File: src/rtl/muldiv_unit.sv
// HI/LO multiply/divide unit: W-cycle shift-add multiply and restoring divide, then a sign-fix cycle; done W+2 cycles after accept.
// No backpressure: oBusy marks MUL/DIV/FIX, where iStart is ignored. Define MULDIV_FAST_MULT_EN for a single-cycle array multiply.
module muldiv_unit #(
    parameter int W    = 32,
    parameter int CNTW = $clog2(W) + 1
) (
    input  logic         iCLK,
    input  logic         iRST,
    input  logic         iStart,
    input  logic [2:0]   iOp,
    input  logic [W-1:0] iA,
    input  logic [W-1:0] iB,
    input  logic         iAbort,
    output logic [W-1:0] oHI,
    output logic [W-1:0] oLO,
    output logic         oBusy,
    output logic         oDone
);

    localparam logic [2:0] OP_MULT  = 3'd0;
    localparam logic [2:0] OP_MULTU = 3'd1;
    localparam logic [2:0] OP_DIV   = 3'd2;
    localparam logic [2:0] OP_DIVU  = 3'd3;
    localparam logic [2:0] OP_MTHI  = 3'd4;
    localparam logic [2:0] OP_MTLO  = 3'd5;

`ifdef MULDIV_FAST_MULT_EN
    localparam bit FAST_MUL = 1'b1;
`else
    localparam bit FAST_MUL = 1'b0;
`endif

    typedef enum logic [2:0] {S_IDLE, S_MUL, S_DIV, S_FIX, S_DONE} state_t;

    state_t          r_state;
    state_t          w_next;
    logic [CNTW-1:0] r_cnt;
    logic [2*W-1:0]  r_p;
    logic [W-1:0]    r_b;
    logic [W-1:0]    r_a;
    logic            r_neg_q;
    logic            r_neg_r;
    logic            r_dz;
    logic            r_is_div;
    logic [W-1:0]    r_hi;
    logic [W-1:0]    r_lo;

    logic            w_accept;
    logic            w_is_mul;
    logic            w_is_div;
    logic            w_signed;
    logic            w_a_neg;
    logic            w_b_neg;
    logic [W-1:0]    w_a_mag;
    logic [W-1:0]    w_b_mag;
    logic [W:0]      w_mul_sum;
    logic [2*W-1:0]  w_mul_step;
    logic [W:0]      w_div_trial;
    logic [2*W-1:0]  w_div_step;
    logic [2*W-1:0]  w_prod;
    logic [W-1:0]    w_quo;
    logic [W-1:0]    w_rem;

    assign w_accept = ((r_state == S_IDLE) || (r_state == S_DONE)) && iStart && !iAbort;
    assign w_is_mul = (iOp == OP_MULT) || (iOp == OP_MULTU);
    assign w_is_div = (iOp == OP_DIV) || (iOp == OP_DIVU);
    assign w_signed = (iOp == OP_MULT) || (iOp == OP_DIV);
    assign w_a_neg  = w_signed && iA[W-1];
    assign w_b_neg  = w_signed && iB[W-1];
    assign w_a_mag  = w_a_neg ? -iA : iA;
    assign w_b_mag  = w_b_neg ? -iB : iB;

    // r_p is {HI-half, LO-half}: multiplier shifts out of the low end, remainder/quotient shift up for divide.
    assign w_mul_sum   = {1'b0, r_p[2*W-1:W]} + (r_p[0] ? {1'b0, r_b} : {(W+1){1'b0}});
    assign w_mul_step  = {w_mul_sum, r_p[W-1:1]};
    assign w_div_trial = r_p[2*W-1:W-1] - {1'b0, r_b};
    assign w_div_step  = w_div_trial[W] ? {r_p[2*W-2:0], 1'b0}
                                        : {w_div_trial[W-1:0], r_p[W-2:0], 1'b1};

    assign w_prod = r_neg_q ? -r_p : r_p;
    assign w_quo  = r_neg_q ? -r_p[W-1:0] : r_p[W-1:0];
    assign w_rem  = r_neg_r ? -r_p[2*W-1:W] : r_p[2*W-1:W];

`ifdef MULDIV_FAST_MULT_EN
    logic [2*W-1:0] w_fast_a;
    logic [2*W-1:0] w_fast_b;
    logic [2*W-1:0] w_fast_prod;
    assign w_fast_a    = {{W{w_signed & iA[W-1]}}, iA};
    assign w_fast_b    = {{W{w_signed & iB[W-1]}}, iB};
    assign w_fast_prod = w_fast_a * w_fast_b;
`endif

    always_ff @(posedge iCLK) begin
        if (iRST) r_state <= S_IDLE;
        else      r_state <= w_next;
    end

    always_comb begin
        w_next = r_state;
        case (r_state)
            S_IDLE, S_DONE: begin
                w_next = S_IDLE;
                if (w_accept) begin
                    if (w_is_mul)      w_next = FAST_MUL ? S_DONE : S_MUL;
                    else if (w_is_div) w_next = (iB == '0) ? S_FIX : S_DIV;
                end
            end
            S_MUL, S_DIV: begin
                if (iAbort)                         w_next = S_IDLE;
                else if (r_cnt == CNTW'(W - 1))     w_next = S_FIX;
            end
            S_FIX:   w_next = iAbort ? S_IDLE : S_DONE;
            default: w_next = S_IDLE;
        endcase
    end

    always_comb begin
        oBusy = (r_state == S_MUL) || (r_state == S_DIV) || (r_state == S_FIX);
        oDone = (r_state == S_DONE);
        oHI   = r_hi;
        oLO   = r_lo;
    end

    always_ff @(posedge iCLK) begin
        if (iRST) begin
            r_cnt    <= '0;
            r_p      <= '0;
            r_b      <= '0;
            r_a      <= '0;
            r_neg_q  <= 1'b0;
            r_neg_r  <= 1'b0;
            r_dz     <= 1'b0;
            r_is_div <= 1'b0;
        end else if (w_accept && (w_is_div || (w_is_mul && !FAST_MUL))) begin
            r_cnt    <= '0;
            r_is_div <= w_is_div;
            r_dz     <= w_is_div && (iB == '0);
            r_a      <= iA;
            r_neg_q  <= w_a_neg ^ w_b_neg;
            r_neg_r  <= w_a_neg;
            r_b      <= w_is_div ? w_b_mag : w_a_mag;
            r_p      <= {{W{1'b0}}, (w_is_div ? w_a_mag : w_b_mag)};
        end else if (r_state == S_MUL) begin
            r_p   <= w_mul_step;
            r_cnt <= r_cnt + CNTW'(1);
        end else if (r_state == S_DIV) begin
            r_p   <= w_div_step;
            r_cnt <= r_cnt + CNTW'(1);
        end
    end

    always_ff @(posedge iCLK) begin
        if (iRST) begin
            r_hi <= '0;
            r_lo <= '0;
        end else if ((r_state == S_FIX) && !iAbort) begin
            if (r_dz) begin
                r_hi <= r_a;
                r_lo <= {W{1'b1}};
            end else if (r_is_div) begin
                r_hi <= w_rem;
                r_lo <= w_quo;
            end else begin
                {r_hi, r_lo} <= w_prod;
            end
        end else if (w_accept) begin
            case (iOp)
                OP_MTHI: r_hi <= iA;
                OP_MTLO: r_lo <= iA;
`ifdef MULDIV_FAST_MULT_EN
                OP_MULT, OP_MULTU: {r_hi, r_lo} <= w_fast_prod;
`endif
                default: ;
            endcase
        end
    end

endmodule
File: config.mk
export PLATFORM = sky130hd
export DESIGN_NAME = muldiv_unit
export DESIGN_NICKNAME = d
export VERILOG_FILES = /design/src/rtl/muldiv_unit.sv
export SDC_FILE = /design/constraint.sdc
export NUM_CORES = 1
export LEC_CHECK = 0
export ABC_AREA = 1
export ABC_CLOCK_PERIOD_IN_PS = 6500
export CELL_PAD_IN_SITES_DETAIL_PLACEMENT = 1
export CELL_PAD_IN_SITES_GLOBAL_PLACEMENT = 2
export CORE_MARGIN = 10
export CORE_UTILIZATION = 30
export CTS_BUF_LIST = sky130_fd_sc_hd__clkbuf_8
export DETAILED_ROUTE_END_ITERATION = 16
export GPL_TIMING_DRIVEN = 0
export PLACE_DENSITY = 0.82
export SYNTH_ARGS = -nofsm -noshare
export SYNTH_HDL_FRONTEND = slang
export SYNTH_SLANG_ARGS = --single-unit
File: constraint.sdc
create_clock -name iCLK -period 6.5 [get_ports iCLK]
set_input_delay 1.625 -clock iCLK [delete_from_list [all_inputs] [get_ports iCLK]]
set_output_delay 1.625 -clock iCLK [all_outputs]
set_load 0.1 [all_outputs]
==> impl_metrics.csv, run 1 <==
group,metric,value,unit
outcome,outcome,"complete, no violations",
pwr,combPwrFrac,0.464,
sta,slew_headroom,0.302,
routing,drt_drc_violations_left,0,
die,pin_count,137,
cts,clk_latency,0.65,ns
pwr,max-vdd-ir-drop,175,uV
pwr,power_switching,2610,uW
die,coreArea,63000,um2
pwr,intPower,2860,uW
job,cap_violations,0,
sta,worst_pin_slew,1.04,ns
yosys,synth_edf_count,0,
cells_and_area,seqCellArea,4100,um2
sta,max_clock_freq,242,MHz
critical_path,max_stage_delay,1.19,ns
yosys,synth_most_common_cell,"nand2_1",
yosys,synth_area_per_cell,5.72,um2
sta,finalCritPeriodShare,0.635,
cts,cts_buffers,41,
yosys,synth_common_cells,"nand2_1 (912), inv_1 (421), nor2_1 (343), nand3_1 (270), o21ai_0 (255)",
cts,htreeDepth,2,
sta,fin_skew,0.0653,ns
global_route,antenna_found_initial,7,
cts,post_cts_buffers,0,
routing,avgViaCountPerCell,5.42,
die,die_y,272,um
pwr,clockPowerShare,0.269,
yosys,yosysSeqAreaShare,0.216,
sta,final_max_slew_viol_count,0,
sta,rsz0062_at_grt,"no",
die,die_area,73900,um2
cts,cts_tree,"yes",
die,rows,92,
global_route,grt_pass1_vias,23200,
yosys,ys.flop_type,"dfxtp_1",
routing,drt_wl_total,108000,um
routing,antenna_left,0,
pwr,p_leak,0.0105,uW
yosys,netlist_area,19000,um2
cts,clk_pin_slew,0.06,ns
hold_path,min-delay-path-class,"register to register",
critical_path,required,4.88,ns
pwr,powerDensity,245,nW/um2
pwr,seq_power_share,0.267,
cells_and_area,fin_util,0.354,
sta,fin_crit,4.13,ns
global_route,grt_pass1_wl,157000,um
yosys,ys_warn_count,0,
cells_and_area,drive_gt1_frac,0.0626,
cells_and_area,syn_to_final_growth,17.3,%
critical_path,path_class,"register to output port",
cells_and_area,n_fill_cell,8569,
cts,clock-sinks,205,
global_route,grt_max_degree,14,
sta,fin_setup_tns,0,ns
critical_path,worstPathArrival,2.51,ns
yosys,ys_ff_latch,205,
sta,hold_viol_final,0,
cts,cts_root_buf,"clkbuf_8",
yosys,yosysUniqueCellTypes,54,
die,start_util,0.302,
cells_and_area,multi_input_area,12600,um2
place,io_buffer_count,135,
pwr,swShare,0.477,
cts,cts-resized-gates,0,
critical_path,start_kind,"register",
yosys,syn_nets,3468,
cts,cts_hold_buf,0,
place,gp_congestion,1.01,
routing,drt_iter0_drc,2098,
routing,firstDrtPassIters,5,
critical_path,r2r.worst_path.cells,21,
routing,routedWlPerCell,24.8,um
global_route,grt_overflow,0,
cts,max-clock-path-buffers,3,
sta,finalSetupViolations,0,
yosys,post-synth-top-area-cell,"dfxtp_1",
critical_path,cp_max_fo,3,
yosys,synthArstFlopShare,0,
global_route,grt_usage,0.283,
critical_path,path_cells,"inv_1 -> nor3_1 -> clkdlybuf4s50_1",
critical_path,end_kind,"output port",
place,dp_hpwl,90300,um
routing,dr_total_vias,23700,
critical_path,slowest_stage,"clkdlybuf4s50_1",
yosys,synth_cells,3326,
yosys,yosys.area.top_type_share,0.216,
hold_path,whs_path_depth,2,
die,die_width,272,um
cells_and_area,nets,3646,
yosys,synthTopCellsByArea,"dfxtp_1 (22%), nand2_1 (18%), inv_1 (8.3%)",
## flip-flops by register name, summed over array words and instances (netlist names)
| register | flops |
|---|---|
| oHI | 32 |
| oLO | 32 |
| r_a | 32 |
| r_b | 32 |
| r_cnt | 6 |
| r_dz | 1 |
| r_is_div | 1 |
| r_neg_q | 1 |
| r_neg_r | 1 |
| r_p | 64 |
| r_state | 3 |
## layer usage
metal,track usage,share of wire
met2,0.455,0.45
met5,0,0.00039
met4,0.110,0.041
met1,0.371,0.44
met3,0.0474,0.065
## area by class of cell
cell class	instances	area share
antenna	2	0.000224
buffer	135	0.0286
clock buffer	51	0.0315
clock inverter	21	0.00785
inverter	451	0.0760
multi-input combinational	2535	0.564
sequential	205	0.184
tap	846	0.0474
timing repair buffer	135	0.0606
## through the flow
step	instance area (um2)	power, uW	setup slack, ns	cells	hold slack (ns)
floorplan	19000	3030	2.38	3326	0.449
global placement	21400	3930	1.99	4307	0.459
detailed placement	21400	3950	1.95	4307	0.467
CTS	22300	5410	2.30	4379	0.476
global route	22300	5750	2.25	4380	0.500
finish	22300	5470	2.37	4381	0.476
## power groups by stage
stage          Clock (uW)  Sequential, uW  Combinational [uW]
4_1_cts              1480            1450                2480
3_3_place_gp            0            1480                2460
2_1_floorplan           0            1460                1570
3_5_place_dp            0            1480                2470
6_report             1470            1460                2540
5_1_grt              1540            1460                2750
## cell usage in the layout (no fill, tap or decap), types with 37 or more instances in the layout
master,count
nand2_1,912
inv_1,430
nor2_1,343
nand3_1,270
o21ai_0,255
a21oi_1,242
dfxtp_1,205
clkdlybuf4s50_1,135
ha_1,69
clkbuf_1,66
xor2_1,57
o211ai_1,51
clkbuf_8,51
o22ai_1,49
o21ai_1,41
buf_2,37
## worst max-delay path: cells and delay by family (launching register included)
family,cells,cell delay (ns)
DFF,1,0.41
and+or+nand+nor,1,0.18
buffers and inverters,2,1.30
## path summary, 6_finish.rpt
check	slack [ns]	to	startpoint
min	0.48	r_a[0]	r_a[0]
max reg2reg	3.16	r_p[61]	r_p[0]
max	2.37	oDone	r_state[2]
min reg2reg	0.48	r_a[0]	r_a[0]
## logic make-up after synthesis
group / count (synthesis) / synth area share
flops: 205 / 0.216
simple gates: 1692 / 0.380
xor+xnor: 61 / 0.0281
buf+inv: 586 / 0.123
compound gates: 711 / 0.206
fa+ha+maj: 71 / 0.0475
Note: power is estimated with default switching activity, not from simulation.
==> run 2: changes to the inputs <==
Settings changed: ABC_CLOCK_PERIOD_IN_PS 6500 to 3500, CORE_UTILIZATION 30 to 29, PLACE_DENSITY 0.82 to 0.83.
Clock period 6.5 ns to 3.5 ns, I/O delays scaled along.
==> impl_metrics.csv, run 2 (synthesized netlist as in run 1, its figures left out) <==
group,metric,value,unit
outcome,outcome,"complete, no violations",
sta,slew_headroom,0.263,
cts,post_cts_buffers,0,
global_route,antenna_found_initial,7,
cells_and_area,largest_register_ffs,64,
cells_and_area,fin_util,0.345,
critical_path,path_class,"input port to register",
sta,fin_crit,3.39,ns
cells_and_area,final_common_cell,"nand2_1",
die,rows,93,
die,die_area,76200,um2
routing,drt_drc_violations_left,0,
cts,cts_root_buf,"clkbuf_8",
sta,finalSetupViolations,0,
sta,max_clock_freq,295,MHz
critical_path,required,3.93,ns
critical_path,end_kind,"register",
die,coreArea,64700,um2
die,pin_count,137,
sta,finalCritPeriodShare,0.969,
die,die_y,276,um
hold_path,min-delay-path-class,"register to register",
routing,firstDrtPassIters,6,
sta,hold_viol_final,0,
cts,max-clock-path-buffers,3,
cells_and_area,drive_gt1_frac,0.0623,
cells_and_area,top_register,"r_p",
routing,dr_total_vias,23600,
sta,holdWs,0.482,ns
cts,htreeDepth,2,
place,io_buffer_count,135,
cts,cts_hold_buf,0,
global_route,grt_usage,0.268,
routing,avgViaCountPerCell,5.38,
cts,clk_latency,0.66,ns
global_route,grt_pass1_wl,157000,um
die,die_width,276,um
cts,clock-sinks,205,
global_route,grt_pass1_vias,23300,
cells_and_area,syn_to_final_growth,17.2,%
sta,rsz0062_at_grt,"no",
place,dp.cells,4316,
pwr,powerDensity,450,nW/um2
pwr,p_leak,0.0105,uW
cts,cts_buffers,40,
sta,worst_pin_slew,1.10,ns
place,gp_congestion,0.981,
critical_path,cp_max_fo,10,
cts,clk_pin_slew,0.06,ns
critical_path,start_kind,"input port",
place,dp_hpwl,90100,um
critical_path,worstPathArrival,3.82,ns
sta,fin_skew,0.0624,ns
cts,cts_tree,"yes",
routing,drt_wl_total,108000,um
pwr,max-vdd-ir-drop,284,uV
cells_and_area,stdcell_count,4387,
cells_and_area,layout_common_cells,"nand2_1 (912), inv_1 (430), nor2_1 (343), nand3_1 (270), o21ai_0 (255)",
global_route,grt_overflow,0,
sta,final_max_slew_viol_count,0,
die,start_util,0.294,
job,cap_violations,0,
routing,antenna_left,0,
global_route,grt_max_degree,14,
cells_and_area,nets,3644,
routing,routedWlPerCell,24.6,um
routing,drt_iter0_drc,2013,
run 2: cell types whose count changed in the layout (fill, tap and decap cells not counted):
cell | previous run | this run
inv_8 | 1 | 0
clkdlybuf4s15_2 | 0 | 1
inv_12 | 1 | 2
clkdlybuf4s50_1 | 135 | 133
dlygate4sd2_1 | 0 | 1
clkbuf_8 | 51 | 48
clkinvlp_4 | 1 | 2
clkbuf_1 | 66 | 65
run 2: worst paths after layout:
kind / from / end / slack (ns) / depth (start not counted)
max: iAbort / r_b[24] / 0.11 / 8
min: r_a[20] / r_a[20] / 0.48 / 2
max reg2reg: r_p[0] / oHI[24] / 0.29 / 13
min reg2reg: r_a[20] / r_a[20] / 0.48 / 2
run 2: area by class of cell:
type,instances,area (um2)
diodes,2,5.00
well taps,855,1070
fillers,8837,42400
multi-input cells,2535,12600
clock inverters,22,188
plain buffers,134,634
flip-flops and latches,205,4100
inverters,451,1700
clock buffers,48,661
repair buffers,135,1350
run 2: worst max-delay path, cell delays in order:
cell and delay, ns:
clkdlybuf4s50_1 0.61, inv_1 0.21, nand3_2 0.29, nor2_4 0.43
inv_4 0.14, nand2_2 0.29, clkbuf_1 0.76, o21ai_0 0.18
run 2: layer usage:
layer / track usage / vias up / share of wire / wire (um)
met5: 0 / - / 0.000065 / 7
met4: 0.104 / 2 / 0.043 / 4600
met3: 0.0447 / 195 / 0.065 / 7030
met2: 0.433 / 767 / 0.44 / 47900
met1: 0.351 / 11500 / 0.45 / 48300
li1: - / 11200 / - / -
run 2: repair_timing:
item,4_1_cts,5_1_grt
gates resized for setup,5,0
setup endpoints to repair,2,4
gates cloned,0,0
run 2: stage by stage:
step | TNS (ns) | setup slack (ns) | power (uW) | area (um2)
detailed placement | -5.98 | -0.315 | 7290 | 21400
finish | 0 | 0.109 | 10000 | 22300
CTS | 0 | 0.0477 | 9930 | 22300
global route | 0 | 0.0476 | 10500 | 22300
global placement | -7.24 | -0.287 | 7260 | 21400
floorplan | 0 | 0.135 | 5630 | 19000
run 2: power by group:
| group | internal [uW] | switching, uW |
|---|---|---|
| clock network | 1420 | 1230 |
| logic | 1370 | 3300 |
| registers | 2460 | 260 |
